$ cat src/rtl/byte_mul_arbiter.sv
`default_nettype none
// ============================================================================
// Module  : byte_mul_arbiter
// Brief   : Round-robin share of one 8x8 unsigned multiplier between two
//           requesters, returning tagged products on one response channel.
//           Define BYTE_MUL_ARB_PERF_EN to add busy-cycle / completed-op counters.
// Rev     : 1.0  initial release
// ============================================================================
module byte_mul_arbiter #(
  parameter int CNT_W = 16
) (
  input  logic             clk,
  input  logic             rst,
  input  logic             req0_valid,
  output logic             req0_ready,
  input  logic [7:0]       req0_a,
  input  logic [7:0]       req0_b,
  input  logic             req1_valid,
  output logic             req1_ready,
  input  logic [7:0]       req1_a,
  input  logic [7:0]       req1_b,
  output logic             rsp_valid,
  input  logic             rsp_ready,
  output logic             rsp_id,
  output logic [15:0]      rsp_product
`ifdef BYTE_MUL_ARB_PERF_EN
  ,
  output logic [CNT_W-1:0] perf_busy_cycles,
  output logic [CNT_W-1:0] perf_ops
`endif
);

  typedef enum logic [1:0] {
    ST_IDLE = 2'd0,
    ST_MUL  = 2'd1,
    ST_RESP = 2'd2
  } state_t;

  state_t      state_q, state_d;
  logic        last_grant_q, last_grant_d;
  logic        cur_id_q, cur_id_d;
  logic [7:0]  op_a_q, op_a_d;
  logic [7:0]  op_b_q, op_b_d;
  logic        rsp_id_q, rsp_id_d;
  logic [15:0] rsp_product_q, rsp_product_d;

  logic        any_valid;
  logic        grant_id;
  logic [15:0] mul_product;

  // On a tie the requester that did not win last time is granted.
  assign any_valid   = req0_valid | req1_valid;
  assign grant_id    = (req0_valid & req1_valid) ? ~last_grant_q : req1_valid;
  assign mul_product = {8'b0, op_a_q} * {8'b0, op_b_q};

  always_comb begin
    state_d       = state_q;
    last_grant_d  = last_grant_q;
    cur_id_d      = cur_id_q;
    op_a_d        = op_a_q;
    op_b_d        = op_b_q;
    rsp_id_d      = rsp_id_q;
    rsp_product_d = rsp_product_q;
    req0_ready    = 1'b0;
    req1_ready    = 1'b0;
    rsp_valid     = 1'b0;

    case (state_q)
      ST_IDLE: begin
        if (any_valid) begin
          req0_ready   = ~grant_id;
          req1_ready   = grant_id;
          op_a_d       = grant_id ? req1_a : req0_a;
          op_b_d       = grant_id ? req1_b : req0_b;
          cur_id_d     = grant_id;
          last_grant_d = grant_id;
          state_d      = ST_MUL;
        end
      end
      ST_MUL: begin
        rsp_product_d = mul_product;
        rsp_id_d      = cur_id_q;
        state_d       = ST_RESP;
      end
      ST_RESP: begin
        rsp_valid = 1'b1;
        if (rsp_ready) begin
          state_d = ST_IDLE;
        end
      end
      default: begin
        state_d = ST_IDLE;
      end
    endcase
  end

  always_ff @(posedge clk) begin
    if (rst) begin
      state_q       <= ST_IDLE;
      last_grant_q  <= 1'b1;
      cur_id_q      <= 1'b0;
      op_a_q        <= 8'd0;
      op_b_q        <= 8'd0;
      rsp_id_q      <= 1'b0;
      rsp_product_q <= 16'd0;
    end else begin
      state_q       <= state_d;
      last_grant_q  <= last_grant_d;
      cur_id_q      <= cur_id_d;
      op_a_q        <= op_a_d;
      op_b_q        <= op_b_d;
      rsp_id_q      <= rsp_id_d;
      rsp_product_q <= rsp_product_d;
    end
  end

  assign rsp_id      = rsp_id_q;
  assign rsp_product = rsp_product_q;

`ifdef BYTE_MUL_ARB_PERF_EN
  logic [CNT_W-1:0] busy_cnt_q, busy_cnt_d;
  logic [CNT_W-1:0] ops_cnt_q, ops_cnt_d;

  // Both counters stick at all-ones rather than wrapping.
  always_comb begin
    busy_cnt_d = busy_cnt_q;
    ops_cnt_d  = ops_cnt_q;
    if ((state_q != ST_IDLE) && (busy_cnt_q != {CNT_W{1'b1}})) begin
      busy_cnt_d = busy_cnt_q + CNT_W'(1);
    end
    if ((state_q == ST_RESP) && rsp_ready && (ops_cnt_q != {CNT_W{1'b1}})) begin
      ops_cnt_d = ops_cnt_q + CNT_W'(1);
    end
  end

  always_ff @(posedge clk) begin
    if (rst) begin
      busy_cnt_q <= '0;
      ops_cnt_q  <= '0;
    end else begin
      busy_cnt_q <= busy_cnt_d;
      ops_cnt_q  <= ops_cnt_d;
    end
  end

  assign perf_busy_cycles = busy_cnt_q;
  assign perf_ops         = ops_cnt_q;
`endif

endmodule
`default_nettype wire

$ cat config.mk
export PLATFORM = sky130hd
export DESIGN_NAME = byte_mul_arbiter
export DESIGN_NICKNAME = d
export VERILOG_FILES = /design/src/rtl/byte_mul_arbiter.sv
export SDC_FILE = /design/constraint.sdc
export NUM_CORES = 1
export LEC_CHECK = 0
export CAP_MARGIN = 5
export CORE_ASPECT_RATIO = 1.75
export CORE_MARGIN = 1
export CORE_UTILIZATION = 29
export CTS_BUF_LIST = sky130_fd_sc_hd__clkbuf_4
export CTS_CLUSTER_DIAMETER = 30
export DETAILED_ROUTE_END_ITERATION = 10
export DONT_BUFFER_PORTS = 1
export HOLD_SLACK_MARGIN = 0.05
export SKIP_LAST_GASP = 1
export SLEW_MARGIN = 5
export SYNTH_ARGS = -nofsm -noshare
export SYNTH_HDL_FRONTEND = slang
export SYNTH_SLANG_ARGS = --single-unit
$ cat constraint.sdc
create_clock -name clk -period 8.3 [get_ports clk]
set_input_delay 1.66 -clock clk [delete_from_list [all_inputs] [get_ports clk]]
set_output_delay 1.66 -clock clk [all_outputs]
set_load 0.01 [all_outputs]
=== Yosys cells after proc, flatten, opt, wreduce, memory -nomap -nowiden ===
Cells that the tools add are included.

* Bitwise operators: 4
* Multiplexer cells: 11
* $mul: 1
* Reduce and logical (&&, ||, !) cells: 3
* Equality and inequality tests: 4

{| class="wikitable"
|+ Operators by type and width
! cell !! number
|-
| $mul A8 B8 Y16 || 1
|-
| $mux W8 || 2
|-
| $mux W1 || 6
|-
| $pmux W2 S3 || 1
|-
| $mux W2 || 2
|-
| $ne A2 B2 Y1 const B || 2
|-
| $reduce_and A2 Y1 || 2
|-
| $eq A2 B1 Y1 const B || 1
|-
| $eq A2 B2 Y1 const B || 1
|-
| $logic_not A2 Y1 || 1
|-
| $not A1 Y1 || 2
|-
| $and A1 B1 Y1 || 1
|-
| $or A1 B1 Y1 || 1
|}

* Input port bits: 37
* Output and inout bits: 20
* Flip-flop bits (word level): 37

=== Longest topological paths before layout ===
Gate-level depths: netlist of run 1.

* Depth after elaboration: 5
* Depth in mapped cells: 16
* Gate-level depth less buffers: 16

=== Least setup slack after synthesis of run 1 ===
No wires, ideal clock.

* Path type: reg-to-reg
* From: reg op_b_q[7]
* To: reg rsp_product_q[14], in the netlist rsp_product[14]
* Period minus slack after synthesis: 4.222 ns
* Arrival: 4.105 ns
* Cell stages (with the launch flop): 16
* Slack: 4.078 ns
* Required time: 8.183 ns
* Cell sequence: dfxtp_1 -> nand2_1 -> fa_1 -> fa_1 -> inv_1 -> fa_1 -> inv_1 -> fa_1 -> inv_1 -> ha_1 -> a21oi_2 -> nand2_1 -> a221o_2 -> a211oi_2 -> xnor2_1 -> a22o_1

* Word-level cells in the longest chain between the ends: 1

{| class="wikitable"
|+ Ends and longest elaborated chain
! element !! RTL line !! source
|-
| start: declaration || 43 || <nowiki>logic [7:0] op_b_q, op_b_d;</nowiki>
|-
| start signal: assignment || 111 || <nowiki>op_b_q <= op_b_d;</nowiki>
|-
| $mul A8 B8 Y16 || 54 || <nowiki>assign mul_product = {8'b0, op_a_q} * {8'b0, op_b_q};</nowiki>
|-
| end signal: assignment || 113 || <nowiki>rsp_product_q <= rsp_product_d;</nowiki>
|-
| end: declaration || 45 || <nowiki>logic [15:0] rsp_product_q, rsp_product_d;</nowiki>
|}

Every way passes these cells.
A chain may end at the register's enable or synchronous reset.

=== Worst setup path after layout of run 1 ===
* From: in req1_valid
* To: out req1_ready

* Word-level cells in the longest chain between the ends: 4
* Elaborated cells between the ends (all ways): 5

{| class="wikitable"
|+ Ends and longest elaborated chain
! element !! RTL line !! source
|-
| start: declaration || 18 || <nowiki>input logic req1_valid,</nowiki>
|-
| $and A1 B1 Y1 || 53 || <nowiki>assign grant_id = (req0_valid & req1_valid) ? ~last_grant_q : req1_valid;</nowiki>
|-
| $mux W1 || 53 ||
|-
| $mux W1 * || 70 || <nowiki>if (any_valid) begin</nowiki>
|-
| $mux W1 * || 68 || <nowiki>case (state_q)</nowiki>
|-
| end: declaration || 19 || <nowiki>output logic req1_ready,</nowiki>
|}

Every way passes the cells marked *; elsewhere a longest branch is shown, timed or not.

==> results of run 1 <==
area by class of cell:
| cell class | count | share of cell area |
|---|---|---|
| multi-input cells | 294 | 0.679 |
| flip-flops and latches | 37 | 0.202 |
| inverters | 47 | 0.0481 |
| well taps | 135 | 0.0460 |
| clock inverters | 3 | 0.0119 |
| clock buffers | 5 | 0.0102 |
| repair buffers | 1 | 0.00205 |
| diodes | 1 | 0.000682 |
cells in the final DEF (no fill, tap or decap), drive strengths merged, types with 2 or more instances in the layout:
cell     n
mux2i    6
a211oi   9
a222oi  11
xnor2    8
clkbuf   5
and2    52
a22o     2
nor2    32
dfxtp   37
a21oi   21
nor4b    2
fa      36
and3     3
inv     48
a21o     3
o21ai    5
nand2   36
nand3    6
a31oi    3
nor2b    4
ha      36
nand2b   8
cell usage after synthesis (all sizes together), types with 4 or more instances:
master   n  area [µm²]
o21ai    5        25.0
a211oi   9        72.6
mux2i    6        60.1
nand2   36         135
clkbuf   9        33.8
nand2b   8        50.1
nor2b    4        25.0
xnor2    8        70.1
nor2    32         120
nand3    6        30.0
and2    52         325
a222oi  11         110
dfxtp   37         741
inv     47         176
ha      36         450
fa      36         721
a21oi   21         109
kinds of logic (layout without fill, tap and decap cells):
logic type               count (synthesis)  in the layout  synth area share
AO/OA/AOI/OAI                           61             61             0.127
XOR/XNOR                                 8              8            0.0203
adder cells (fa/ha/maj)                 72             72             0.339
buffers and inverters                   59             56            0.0644
flip-flops                              37             37             0.214
multiplexers                             6              6            0.0174
other                                    0              1                 0
AND/OR/NAND/NOR                        147            147             0.217
through the flow:
step / hold WS, ns / util / setup slack, ns
2_1_floorplan: 0.432 / - / 4.08
3_3_place_gp: 0.447 / 0.310 / 3.69
3_5_place_dp: 0.459 / 0.310 / 3.65
4_1_cts: 0.476 / 0.317 / 3.65
5_1_grt: 0.508 / 0.317 / 3.51
6_report: 0.471 / 0.317 / 3.66
where the power goes:
| part | switching [mW] | internal [mW] |
|---|---|---|
| Sequential | 0.0265 | 0.192 |
| Combinational | 0.0771 | 0.0552 |
| Clock | 0.0779 | 0.0640 |
layer usage:
layer | part of all wire | global-route usage | vias up
met5 | 0 | 0 | -
met4 | 0.026 | 0.0720 | 0
met3 | 0.057 | 0.0271 | 13
met2 | 0.54 | 0.278 | 72
met1 | 0.37 | 0.163 | 1321
li1 | - | - | 1290
sequential cells by signal (all words and copies together) (netlist names):
name and count:
rsp_product 16, rsp_id 1, state_q 2, cur_id_q 1
op_a_q 8, last_grant_q 1, op_b_q 8
final timing paths:
| kind | endpoint | slack (ns) | from | cells after the start |
|---|---|---|---|---|
| worst max register to register | rsp_product[14] | 3.71 | op_a_q[0] | 15 |
| worst max-delay path | req1_ready | 3.66 | req1_valid | 2 |
| worst min register to register | rsp_id | 0.47 | cur_id_q | 2 |
| worst min-delay path | rsp_id | 0.47 | cur_id_q | 2 |
==> flow_metrics.py, run 1 <==
metrics = {
    "status": {
        "status": "finished with violations",
        "violations": "DRC",
    },
    "drt": {
        "wl_per_cell_um": 16.6,
        "ant_nets": 0,
        "viasPerCell": 5.15,
        "dr.first_iter.drc_count": 138,
        "dr_total_vias": 2696,
        "drtPass1Iterations": 9,
        "drcViolationCount": 2,
        "routed_wirelength_um": 8710,
    },
    "cts": {
        "cts_tree": "built",
        "hold_buffers": 0,
        "cts_root_buf": "clkbuf_4",
        "cts_resized": 0,
        "htreeDepth": 2,
        "cts_made_buffers": 5,
        "post_cts_buffers": 0,
        "clkTransAtPathRegs_ns": 0.14,
        "cts_sinks": 37,
        "clock_latency_ns": 0.38,
        "clk_path_buf_depth": 2,
    },
    "synthesis": {
        "synth_area_per_cell_um2": 8.86,
        "synth_ff_type": "dfxtp_1",
        "synth_edf_count": 0,
        "synth_fp_nets": 499,
        "synthDistinctLibCells": 38,
        "netlist_area_um2": 3460,
        "yosys_warnings": 0,
        "ys_seq_area_frac": 0.214,
        "synthesis.instances": 390,
        "async_reset_ff_frac": 0,
        "ys_seq_elements": 37,
    },
    "global_route": {
        "grt_pass1_wl_um": 14500,
        "grt_pass1_vias": 2899,
        "grt_max_degree": 39,
        "grt_use_total": 0.151,
        "antenna_found_initial": 1,
        "grt-ovfl-total": 0,
    },
    "die": {
        "die_width_um": 84.5,
        "die-height_um": 146,
        "row_count": 52,
        "core_area_um2": 11600,
        "pin_count": 57,
        "die-area_um2": 12400,
        "start_util": 0.298,
    },
    "timing": {
        "min_period_ns": 4.64,
        "rsz0062_at_grt": "no",
        "worst_pin_slew_ns": 1.18,
        "finalSetupViolations": 0,
        "hold_viol_final": 0,
        "fmax_ghz": 0.216,
        "finalMaxSlewViolations": 0,
        "fin_crit_sh": 0.559,
        "skew_ns": 0.0173,
        "final.setup.tns_ns": 0,
        "maxSlewHeadroom": 0.207,
    },
    "critical_path": {
        "critPathRequiredTime_ns": 6.64,
        "crit_type": "input pin to output port",
        "path_max_fanout": 14,
        "crit_path_start_kind": "input pin",
        "timing.critical_path.cells": "a21boi_2 -> and2_0",
        "crit_family": "simple AND/OR/NAND/NOR gates",
        "end_kind": "output port",
        "cpMaxStageDelayCell": "and2_0",
        "max_stage_delay_ns": 0.89,
        "cp_num_buf_inv": 0,
        "cp.arrival_ns": 2.98,
    },
    "layout": {
        "nets": 495,
        "drive_above_1_share": 0.0336,
        "stdcell_count": 523,
        "syn2layout_area_growth_pct": 6.19,
        "fillers": 1217,
        "final_area_um2": 3670,
        "regArea_um2": 741,
        "multi_input_area_um2": 2490,
    },
    "min_path": {
        "hold_path.class": "flop to flop",
    },
    "power": {
        "leakage_nw": 1.74,
        "pwr_density_cell_nw_per_um2": 134,
        "ir_worst_vdd_uv": 115,
        "p_total_mw": 0.493,
    },
    "place": {
        "dp.final_hpwl_um": 6970,
        "place.port_buffers": 0,
        "dpl_cell_area_um2": 3590,
        "placed_cells": 514,
        "gp_congestion": 0.875,
    },
    "flow_run": {
        "maxCapViolations": 0,
    },
}
No activity file was read; power rests on OpenSTA's default activity.
==> run 2, diff against run 1 <==
Clock period 8.3 ns to 4.1 ns, I/O delays scaled along.
==> run 2 against run 1 <==
Effect of this change: the run still ends with DRC left; power rose by 120%; worst hold slack got worse by 0.00071 ns; sequential power rose by 94%; largest power group unchanged.
==> flow_metrics.py, run 2 (same netlist as run 1, synthesis figures left out) <==
metrics = {
    "status": {
        "status": "finished with violations",
        "violations": "DRC",
    },
    "place": {
        "dpl_cell_area_um2": 3860,
        "place_ws_ns": -0.187,
        "dp.final_hpwl_um": 7610,
        "gp_congestion": 0.896,
        "place.port_buffers": 0,
    },
    "global_route": {
        "grt-ovfl-total": 0,
        "antenna_found_initial": 1,
        "grt_use_total": 0.160,
        "grt_max_degree": 39,
        "grt_pass1_wl_um": 15400,
        "grt_pass1_vias": 3106,
    },
    "critical_path": {
        "cp.arrival_ns": 4.34,
        "startpoint": "op_a_q[3]",
        "crit_path_start_kind": "flop",
        "r2r_slack_ns": 0.04,
        "reg2reg_depth": 15,
        "cp_common_cell": "fa_1",
        "max_stage_delay_ns": 0.55,
        "crit_type": "flop to flop",
        "r2r_start": "op_a_q[3]",
        "timing.critical_path.cells": "buf_4 -> and2_1 -> fa_2 -> fa_1 -> fa_1 -> inv_1 -> fa_1 -> inv_2 -> ha_4 -> a21oi_2 -> nand2_2 -> a221o_2 -> a211oi_2 -> xnor2_1 -> a22o_1",
        "path_max_fanout": 6,
        "critPathRequiredTime_ns": 4.37,
        "cpMaxStageDelayCell": "fa_1",
        "end_kind": "flop",
    },
    "timing": {
        "min_period_ns": 4.06,
        "finalSetupViolations": 0,
        "finalMaxSlewViolations": 0,
        "rsz0062_at_grt": "yes",
        "hold_viol_final": 0,
        "fin_crit_sh": 0.991,
        "finalWorstSetupSlack_ns": 0.0361,
        "final.setup.tns_ns": 0,
        "skew_ns": 0.00703,
        "worst_pin_slew_ns": 1.01,
        "fmax_ghz": 0.246,
        "hold_ws_ns": 0.471,
        "maxSlewHeadroom": 0.323,
    },
    "layout": {
        "final_cell_mix": "and2_1, inv_1, buf_4, fa_1, nand2_1",
        "nets": 533,
        "syn2layout_area_growth_pct": 19.0,
        "final_area_um2": 4110,
        "largest_register_ffs": 16,
        "drive_above_1_share": 0.205,
        "mostFrequentLayoutCell": "and2_1",
        "fillers": 1191,
    },
    "cts": {
        "clk_path_buf_depth": 2,
        "hold_buffers": 0,
        "clock_latency_ns": 0.37,
        "cts_sinks": 37,
        "cts_tree": "built",
        "htreeDepth": 2,
        "cts_root_buf": "clkbuf_4",
        "cts_made_buffers": 5,
        "clkTransAtPathRegs_ns": 0.13,
    },
    "drt": {
        "dr_total_vias": 2872,
        "drtPass1Iterations": 8,
        "ant_nets": 0,
        "viasPerCell": 5.12,
        "routed_wirelength_um": 9390,
        "drcViolationCount": 2,
        "dr.first_iter.drc_count": 152,
        "wl_per_cell_um": 16.7,
    },
    "die": {
        "start_util": 0.298,
        "die-height_um": 146,
        "row_count": 52,
        "die_width_um": 84.5,
        "core_area_um2": 11600,
        "die-area_um2": 12400,
        "pin_count": 57,
    },
    "min_path": {
        "hold_path.class": "flop to flop",
        "min_from": "cur_id_q",
        "hold_path_depth": 2,
    },
    "power": {
        "leakage_nw": 1.93,
        "ir_worst_vdd_uv": 212,
        "pwr_density_cell_nw_per_um2": 261,
    },
    "flow_run": {
        "maxCapViolations": 0,
    },
}
-- run 2: final timing paths --
kind | to
worst min register to register | rsp_id
worst max-delay path | rsp_product[14]
worst min-delay path | rsp_id
worst max register to register | rsp_product[14]
-- run 2: metal layers --
layer | part of all wire | global-route usage
met5 | 0 | 0
met4 | 0.032 | 0.0661
met3 | 0.059 | 0.0220
met2 | 0.54 | 0.304
met1 | 0.37 | 0.175
-- run 2: timing repair --
action,CTS,global route
setup endpoints to repair,6,6
pin swaps,24,18
setup buffers,3,0
gates resized for setup,24,19
-- run 2: metrics by stage --
stage	utilization	std cells	total power [mW]
3_5_place_dp	0.334	549	0.783
4_1_cts	0.348	560	1.07
3_3_place_gp	0.334	549	0.775
5_1_grt	0.355	561	1.14
2_1_floorplan	-	390	0.654
6_report	0.355	561	1.07
-- run 2: worst max-delay path, delay by kind of cell (launching register included) --
family	cells	cell delay [ns]
and+or+nand+nor	2	0.23
DFF	1	0.39
xor gates and xnor gates	1	0.10
AOI/OAI and AO/OA	4	0.93
buffers and inverters	3	0.24
adders and majority gates	5	2.08
-- run 2: power by group --
group	total [mW]	leakage, nW	internal, mW	switching, mW
combinational	0.377	1.58	0.174	0.203
clock	0.271	0.0389	0.126	0.145
sequential	0.424	0.308	0.390	0.0339
-- run 2: layout make-up --
cell class | instances | area (µm²) | area share
inverter | 47 | 176 | 0.0429
antenna | 1 | 2.50 | 0.000608
sequential | 37 | 767 | 0.186
timing repair buffer | 39 | 300 | 0.0730
tap | 135 | 169 | 0.0411
clock buffer | 5 | 37.5 | 0.00913
clock inverter | 3 | 41.3 | 0.0100
multi-input combinational | 294 | 2620 | 0.637
==> run 3, diff against run 2 <==
Settings changed: ABC_AREA set to 1, SKIP_CTS_REPAIR_TIMING set to 1.
Clock period 4.1 ns to 3.4 ns, I/O delays scaled along.
==> run 3 against run 2 <==
Effect of this change: the flow finishes with violations (setup timing); combinational power up 21%; largest cell class unchanged; synthesized area rose by 12%; final cell count up 37%; clock power fell by 14%; core utilization grew 0.082 points; synthesized cell count up 46%; sequential share of layout area shrank 1.8 points; register-to-register slack lost 0.27 ns; maximum frequency rose by 12%; first-iteration DRC count is 36% lower; power grew 15%; clock-buffer cell count is the same.
==> flow_metrics.py, run 3 <==
metrics = {
    "status": {
        "status": "finished with violations",
        "violations": "setup timing",
    },
    "power": {
        "leakage_nw": 2.75,
        "pwr_density_cell_nw_per_um2": 266,
        "ir_worst_vdd_uv": 209,
        "p_total_mw": 1.23,
    },
    "die": {
        "die_width_um": 89.4,
        "pin_count": 57,
        "die-area_um2": 13900,
        "row_count": 55,
        "core_area_um2": 13000,
        "die-height_um": 155,
        "start_util": 0.298,
    },
    "timing": {
        "rsz0062_at_grt": "yes",
        "maxSlewHeadroom": 0.568,
        "finalMaxSlewViolations": 0,
        "skew_ns": 0.00939,
        "worst_pin_slew_ns": 0.646,
        "min_period_ns": 3.64,
        "hold_ws_ns": 0.370,
        "finalWorstSetupSlack_ns": -0.237,
        "hold_viol_final": 0,
        "fmax_ghz": 0.275,
        "finalSetupViolations": 9,
        "fin_crit_sh": 1.07,
    },
    "drt": {
        "routed_wirelength_um": 8820,
        "ant_nets": 0,
        "viasPerCell": 4.36,
        "wl_per_cell_um": 11.5,
        "drcViolationCount": 0,
        "dr_total_vias": 3348,
        "dr.first_iter.drc_count": 97,
        "drtPass1Iterations": 4,
    },
    "layout": {
        "final_cell_mix": "nand2_1, inv_1, buf_4, nor2_1, fa_1",
        "drive_above_1_share": 0.210,
        "largest_register_ffs": 16,
        "finish.utilization": 0.356,
        "stdcell_count": 768,
        "mostFrequentLayoutCell": "nand2_1",
        "syn2layout_area_growth_pct": 19.4,
        "nets": 704,
    },
    "flow_run": {
        "maxCapViolations": 0,
    },
    "global_route": {
        "grt_use_total": 0.137,
        "grt_pass1_vias": 3325,
        "grt_max_degree": 33,
        "grt-ovfl-total": 0,
        "grt_pass1_wl_um": 14700,
        "antenna_found_initial": 1,
    },
    "place": {
        "dp.final_hpwl_um": 7490,
        "place.port_buffers": 0,
        "gp_congestion": 0.825,
        "place_ws_ns": -0.419,
        "placed_cells": 755,
    },
    "critical_path": {
        "critPathRequiredTime_ns": 3.67,
        "cp.arrival_ns": 3.91,
        "r2r_start": "op_a_q[1]",
        "path_max_fanout": 4,
        "startpoint": "op_a_q[1]",
        "end_kind": "flop",
        "crit_path_start_kind": "flop",
        "crit_type": "flop to flop",
    },
    "cts": {
        "cts_root_buf": "clkbuf_4",
        "clk_path_buf_depth": 2,
        "clock_latency_ns": 0.36,
        "cts_sinks": 37,
        "cts_made_buffers": 5,
        "htreeDepth": 2,
        "cts_tree": "built",
        "clkTransAtPathRegs_ns": 0.12,
    },
    "synthesis": {
        "ys_top_cells_by_count": "nand2_1, inv_1, nor2_1",
        "synthesis.instances": 568,
        "synth_ff_type": "dfxtp_1",
        "yosysMostFrequentCell": "nand2_1",
        "async_reset_ff_frac": 0,
        "synth_area_leaders": "dfxtp_1, fa_1, nand2_1, inv_1, ha_1",
        "synth_top_area_frac": 0.191,
        "synth_edf_count": 0,
        "yosys.area.top_type": "dfxtp_1",
        "yosys_warnings": 0,
        "synthDistinctLibCells": 25,
        "synth_area_per_cell_um2": 6.83,
        "netlist_area_um2": 3880,
        "ys_seq_elements": 37,
        "synth_fp_nets": 677,
        "ys_seq_area_frac": 0.191,
    },
    "min_path": {
        "min_from": "rst",
        "hold_path.class": "input pin to flop",
    },
}
[run 3: path summary, 6_finish.rpt]
check                    end  slack (ns)  depth (start not counted)
max          rsp_product[10]       -0.24                         20
max reg2reg  rsp_product[10]       -0.24                         20
min           rsp_product[0]        0.37                          1
min reg2reg         cur_id_q        0.47                          2
[run 3: cells by family after synthesis]
logic type	count (synthesis)	synth area share
AO/OA/AOI/OAI	46	0.0697
buffers and inverters	168	0.176
AND/OR/NAND/NOR	239	0.248
XOR/XNOR	6	0.0136
adder cells (fa/ha/maj)	72	0.302
flip-flops	37	0.191
[run 3: final cells by class]
type	count	area, µm²
Multi-Input combinational cell	363	2700
Sequential cell	37	782
Inverter	143	537
Timing Repair Buffer	45	349
Clock buffer	5	37.5
Tap cell	171	214
Clock inverter	3	12.5
Antenna cell	1	2.50
Fill cell	1418	8380
[run 3: layer usage]
metal | vias up | global-route usage | part of all wire
met2 | 75 | 0.266 | 0.57
met4 | 0 | 0.0703 | 0.037
met3 | 21 | 0.0170 | 0.031
met1 | 1526 | 0.134 | 0.36
met5 | - | 0 | 0
li1 | 1726 | - | -
[run 3: through the flow]
stage	setup TNS [ns]	area, µm²
detailed placement	-3.00	4360
global placement	-2.60	4360
finish	-1.64	4630
CTS	-3.08	4410
global route	-3.28	4630
floorplan	-0.370	4040
[run 3: power by group]
group | internal [mW] | switching (mW) | leakage (nW)
clock | 0.0748 | 0.157 | 0.0301
sequential | 0.479 | 0.0656 | 0.312
combinational | 0.211 | 0.245 | 2.41
[run 3: critical path, cell delays in order (launching register included)]
cell	delay, ns
dfxtp_4	0.40
buf_6	0.10
nand2_2	0.05
fa_1	0.47
fa_1	0.51
inv_1	0.05
fa_1	0.48
inv_1	0.05
fa_1	0.48
inv_2	0.04
ha_4	0.29
nand2_2	0.05
nand2_2	0.07
nand2_2	0.05
nand2_1	0.08
inv_1	0.04
nand2_1	0.06
xnor2_1	0.11
nand2_1	0.06
nand2_1	0.08
inv_1	0.03
==> edit 1, RTL diff (flow settings as in run 3) <==
Take the reset off `op_a_q`, `op_b_q` and `rsp_product_q` and load them in a clocked block of their own.
--- a/src/rtl/byte_mul_arbiter.sv
+++ b/src/rtl/byte_mul_arbiter.sv
@@ -100,17 +100,17 @@
       last_grant_q  <= 1'b1;
       cur_id_q      <= 1'b0;
-      op_a_q        <= 8'd0;
-      op_b_q        <= 8'd0;
       rsp_id_q      <= 1'b0;
-      rsp_product_q <= 16'd0;
     end else begin
       state_q       <= state_d;
       last_grant_q  <= last_grant_d;
       cur_id_q      <= cur_id_d;
-      op_a_q        <= op_a_d;
-      op_b_q        <= op_b_d;
       rsp_id_q      <= rsp_id_d;
-      rsp_product_q <= rsp_product_d;
     end
+  end
+
+  always_ff @(posedge clk) begin
+    op_a_q        <= op_a_d;
+    op_b_q        <= op_b_d;
+    rsp_product_q <= rsp_product_d;
   end
 
Formal check against the unedited RTL: not equivalent (Yosys sat finds a counterexample within 4 cycles, from zero or initial values and one cycle with rst high; the reset may be asserted at any time).
==> edit 1 against run 3 <==
  * The run still ends with setup timing left
  * Area after synthesis decreased by 2.8%
  * Sequential share of layout area is 6.8 points higher
  * Worst setup slack worse by 280 ps
  * Sequential cell count unchanged
  * Die area fell by 2.8%
  * Design area fell by 3.2%
  * Routed wire length shrank 11%
  * Non-clock buffer count down 4
  * Largest cell class unchanged
  * Highest routed layer unchanged
Power is left out: it rests on default switching activity, and per cell area and clock period it moved more than threefold.
==> edit 1: results (changes against run 3) <==
[metrics] last weighted congestion value of the routability-driven placer: 0.886 (+7.4%)
[metrics] worst path arrival time: 4060 ps (+150 ps)
[metrics] length of the first detailed-routing pass in iterations: 4 (unchanged)
[metrics] count of port buffers added during placement: 0 (unchanged)
[metrics] layout cell share with drive strength beyond 1: 19.4% (-1.6 points)
[metrics] via-per-instance ratio: 4.25 (-2.5%)
[metrics] violated checks: setup timing
[metrics] worst setup margin: -516 ps (-279 ps)
[metrics] nets in the synthesized netlist: 599 (-12%)
[metrics] number of warnings issued by yosys: 0 (unchanged)
[metrics] HPWL after detailed placement: 6550 um (-13%)
[metrics] routed length per instance: 11.4 um (-0.70%)
[metrics] pin count of the biggest net entering global routing: 19 (-42%)
[metrics] root buf cell: clkbuf_4
[metrics] worst hold-check path type: in2reg
[metrics] Compound-Gate Fraction of Synth Area: 1.20% (-5.8 points)
[metrics] clock-pin slew of the registers on the worst-case setup and hold paths: roughly 130 ps
[metrics] Iteration-0 DRC Markers: 98 (+1.0%)
[metrics] Seq/Total Area, Yosys: 28.2% (+9.1 points)
[metrics] level count of the clock H-tree: 2 (unchanged)
[metrics] post-synthesis xor/xnor area fraction: 1.63% (+0.27 points)
[metrics] net total in the final layout: 629 (-11%)
[metrics] headroom to the max-slew limit: 52.7% (-4.1 points)
[metrics] first-pass GRT wire length: 12,800 um (-13%)
[metrics] status: finished with violations
[metrics] max reg flops: 16 (unchanged)
[metrics] biggest area contributors in the synthesized netlist: edfxtp_1, fa_1, nand2_1
[metrics] gr usage total: 12.4% (-1.3 points)
[metrics] top cell types by occurrence after synthesis: nand2_1, inv_1, fa_1, ha_1, edfxtp_1
[metrics] number of antenna violations at the first check in global routing: 1 (unchanged)
[metrics] via count of the first global-routing pass: 2,951 (-11%)
[metrics] multiplexer area fraction after synthesis: 0% (unchanged)
[metrics] adder-cell area share of the yosys netlist: 31.1% (+0.88 points)
[metrics] clock latency at the later pin of the worst-skew pair: 380 ps (+20 ps)
[metrics] async set-reset flop share out of synthesis: 0% (unchanged)
[metrics] clock skew: 15.0 ps (+5.62 ps)
[metrics] crit-path max FO: 7 (+3)
[metrics] worst slack at placement: -502 ps (-83.1 ps)
[metrics] count of flip-flops with a built-in enable after synthesis: 32 (+32)
[metrics] number of unique standard cell types used by synthesis: 20 (-20%)
[metrics] clk buf depth: 2 (unchanged)
[metrics] number of hold-slack violations in the final timing report: 0 (unchanged)
[metrics] TritonCTS buffer count: 5 (unchanged)
[metrics] Filler Cell Count: 1,322 (-6.8%)
[metrics] final setup violation count: 10 (+1)
## edit 1: kinds of logic after synthesis
logic type      count (synthesis)
xor+xnor                        7
fa+ha+maj                      72
compound gates                  9
buf+inv                       154
flops                          37
simple gates                  211
## edit 1: metrics by stage
step | std cells | utilization [%] | TNS (ps) | instance area [um2] | hold WS [ps]
after global placement | 670 | 33.5 | -3580 | 4210 | 444
final | 690 | 35.7 | -3890 | 4480 | 350
after CTS | 678 | 34.2 | -4230 | 4300 | 323
after global routing | 690 | 35.7 | -5320 | 4480 | 315
after detailed placement | 670 | 33.5 | -4080 | 4210 | 449
after floorplan | 490 | - | -1220 | 3940 | 426
## edit 1: cell type report
| cell class | count | area share (%) |
|---|---|---|
| multi-input combinational | 299 | 51.3 |
| sequential | 37 | 23.7 |
| inverter | 136 | 11.4 |
| timing repair buffer | 41 | 7.04 |
| tap | 168 | 4.69 |
| clock inverter | 3 | 1.03 |
| clock buffer | 5 | 0.838 |
| antenna | 1 | 0.0559 |
## edit 1: final timing paths
check             startpoint               to  slack [ps]  depth (start not counted)
setup reg to reg   op_b_q[6]  rsp_product[14]        -520                         17
hold / removal           rst       state_q[0]         350                          1
hold reg to reg     cur_id_q         cur_id_q         480                          2
setup / recovery   op_b_q[6]  rsp_product[14]        -520                         17
## edit 1: per-layer routing
layer	global-route usage [%]	routed length, um	up-vias
li1	-	-	1480
met1	11.1	2910	1360
met2	24.9	4460	74
met3	2.22	224	20
met4	5.91	274	0
met5	0	0	-
## edit 1: critical path, cell delays in order, from the launching register on
cell	delay, ps
edfxtp_1	540
nand2_2	100
fa_1	500
fa_1	540
inv_2	50
fa_1	540
inv_1	50
fa_1	490
inv_2	40
ha_4	230
nand2_1	110
nand2_2	70
nand2_1	80
nand2_2	60
nand2_2	70
nand3_1	80
nand2_1	80
nand2_1	60
==> edit 2, RTL diff (config.mk and constraints of run 3) <==
Without the edit above. Build with the macro `BYTE_MUL_ARB_PERF_EN` defined.
--- a/src/rtl/byte_mul_arbiter.sv
+++ b/src/rtl/byte_mul_arbiter.sv
@@ -7,4 +7,6 @@
 // Rev     : 1.0  initial release
 // ============================================================================
+`define BYTE_MUL_ARB_PERF_EN
+
 module byte_mul_arbiter #(
   parameter int CNT_W = 16
New outputs: perf_busy_cycles and perf_ops. Function: not settled (the Yosys comparison gave no result); the edit may change what the design does.
==> edit 2 against run 3 <==
  * The flow still finishes with violations (setup timing)
  * Non-clock buffer count rose by 4
  * Critical path depth fell by 3
  * Worst setup slack got worse by 110 ps
  * Routed wire length rose by 73%
  * Sequential cell count rose by 32
  * Power rose by 78%
  * Clock power rose to 3.1 times the old value
  * Design area rose by 44%
  * Area after synthesis rose by 45%
  * Critical path type unchanged
  * Largest cell class unchanged
==> edit 2: results (changes against run 3) <==
[metrics] met2 Usage GRT: 33.0% (+6.4 points)
[metrics] delay contributed by the slowest stage of the critical path: 530 ps (+20 ps)
[metrics] Iteration-0 DRC Markers: 176 (+81%)
[metrics] status: finished with violations
[metrics] count of port buffers added during placement: 0 (unchanged)
[metrics] headroom to the max-slew limit: 45.2% (-12 points)
[metrics] crit-path max FO: 8 (+4)
[metrics] final setup violation count: 10 (+1)
[metrics] layout cell share with drive strength beyond 1: 16.7% (-4.3 points)
[metrics] total routed wire length on the met1 layer: 5340 um (+69%)
[metrics] depth of the most critical reg-to-reg path: 17 (-15%)
[metrics] worst reg2reg path startpoint: op_b_q[4]
[metrics] clock latency at the later pin of the worst-skew pair: 440 ps (+80 ps)
[metrics] gr usage total: 16.5% (+2.8 points)
[metrics] Reg2Reg Capture Point: rsp_product[15]
[metrics] via count of the first global-routing pass: 5,384 (+62%)
[metrics] first-pass GRT wire length: 25,700 um (+74%)
[metrics] pin count of the biggest net entering global routing: 54 (+64%)
[metrics] clock skew: 13.6 ps (+4.23 ps)
[metrics] static leakage: 3.45 nW (+26%)
[metrics] internal power component: 1.47 mW (+93%)
[metrics] nets in the synthesized netlist: 960 (+42%)
[metrics] worst slack at placement: -550 ps (-131 ps)
[metrics] Worst Hold Path EP: perf_ops[6]
[metrics] routed length per instance: 13.6 um (+19%)
[metrics] number of warnings issued by yosys: 0 (unchanged)
[metrics] met1 GRT Util: 14.9% (+1.5 points)
[metrics] Compound-Gate Fraction of Synth Area: 7.20% (+0.23 points)
[metrics] total length of routed met2 wires: 8830 um (+74%)
[metrics] met3 routed WL: 489 um (+77%)
[metrics] violated checks: setup timing
[metrics] number of unique standard cell types used by synthesis: 30 (+20%)
[metrics] GR Layer Usage met3: 3.18% (+1.5 points)
[metrics] worst IR drop on VDD: 0.191 mV (-8.6%)
[metrics] hold path depth: 1 (unchanged)
[metrics] post-synthesis xor/xnor area fraction: 3.73% (+2.4 points)
[metrics] async set-reset flop share out of synthesis: 0% (unchanged)
[metrics] worst path arrival time: 4090 ps (+180 ps)
[metrics] TritonCTS buffer count: 9 (+4)
[metrics] total vias in the final route: 5,171 (+54%)
[metrics] root buf cell: clkbuf_4
[metrics] start point of the worst hold path: rst
[metrics] level count of the clock H-tree: 3 (+1)
[metrics] last weighted congestion value of the routability-driven placer: 0.864 (+4.7%)
[metrics] biggest area contributors in the synthesized netlist: dfxtp_1, nand2_1, fa_1
[metrics] Seq/Total Area, Yosys: 24.5% (+5.4 points)
[metrics] net total in the final layout: 987 (+40%)
[metrics] length of the first detailed-routing pass in iterations: 4 (unchanged)
[metrics] top cell types by occurrence after synthesis: nand2_1, inv_1, nor2_1, dfxtp_1, ha_1
[metrics] Filler Cell Count: 2,114 (+49%)
[metrics] adder-cell area share of the yosys netlist: 21.2% (-9.0 points)
[metrics] worst setup margin: -351 ps (-114 ps)
-- edit 2: worst max path at each step --
stage / end / slack (ps) / from
final: rsp_product[15] / -350 / op_b_q[4]
after global routing: rsp_product[15] / -550 / op_a_q[2]
after CTS: rsp_product[15] / -600 / op_b_q[4]
after detailed placement: rsp_product[15] / -550 / op_b_q[4]
after global placement: rsp_product[10] / -510 / op_b_q[4]
after floorplan: rsp_product[10] / -100 / op_b_q[2]
-- edit 2: metrics by stage --
| stage | util, % | std cells | hold slack [ps] | instance area (um2) | TNS [ps] |
|---|---|---|---|---|---|
| 6_report | 34.8 | 1123 | 324 | 6650 | -2520 |
| 3_3_place_gp | 32.4 | 1100 | 464 | 6190 | -4280 |
| 4_1_cts | 33.3 | 1116 | 268 | 6370 | -5180 |
| 2_1_floorplan | - | 849 | 441 | 5800 | -416 |
| 5_1_grt | 34.8 | 1123 | 274 | 6650 | -4370 |
| 3_5_place_dp | 32.4 | 1100 | 460 | 6190 | -4700 |
-- edit 2: layout make-up --
class	instances	area, um2	area share, %
timing repair buffer	49	387	5.82
clock inverter	7	120	1.81
sequential	69	1420	21.3
multi-input combinational	576	3700	55.7
antenna	1	2.50	0.0377
clock buffer	9	67.6	1.02
tap	241	302	4.54
inverter	171	647	9.73
-- edit 2: cells by family after synthesis --
group	Yosys count
AO/OA/AOI/OAI	73
flip-flops	69
buffers and inverters	204
XOR/XNOR	24
AND/OR/NAND/NOR	405
adder cells (fa/ha/maj)	74
-- edit 2: power groups by stage --
stage / clock, mW / combinational [mW] / sequential, mW
floorplan: 0 / 0.390 / 0.908
global placement: 0 / 0.506 / 0.951
detailed placement: 0 / 0.512 / 0.952
CTS: 0.735 / 0.514 / 0.934
global route: 0.767 / 0.614 / 0.947
finish: 0.711 / 0.543 / 0.937
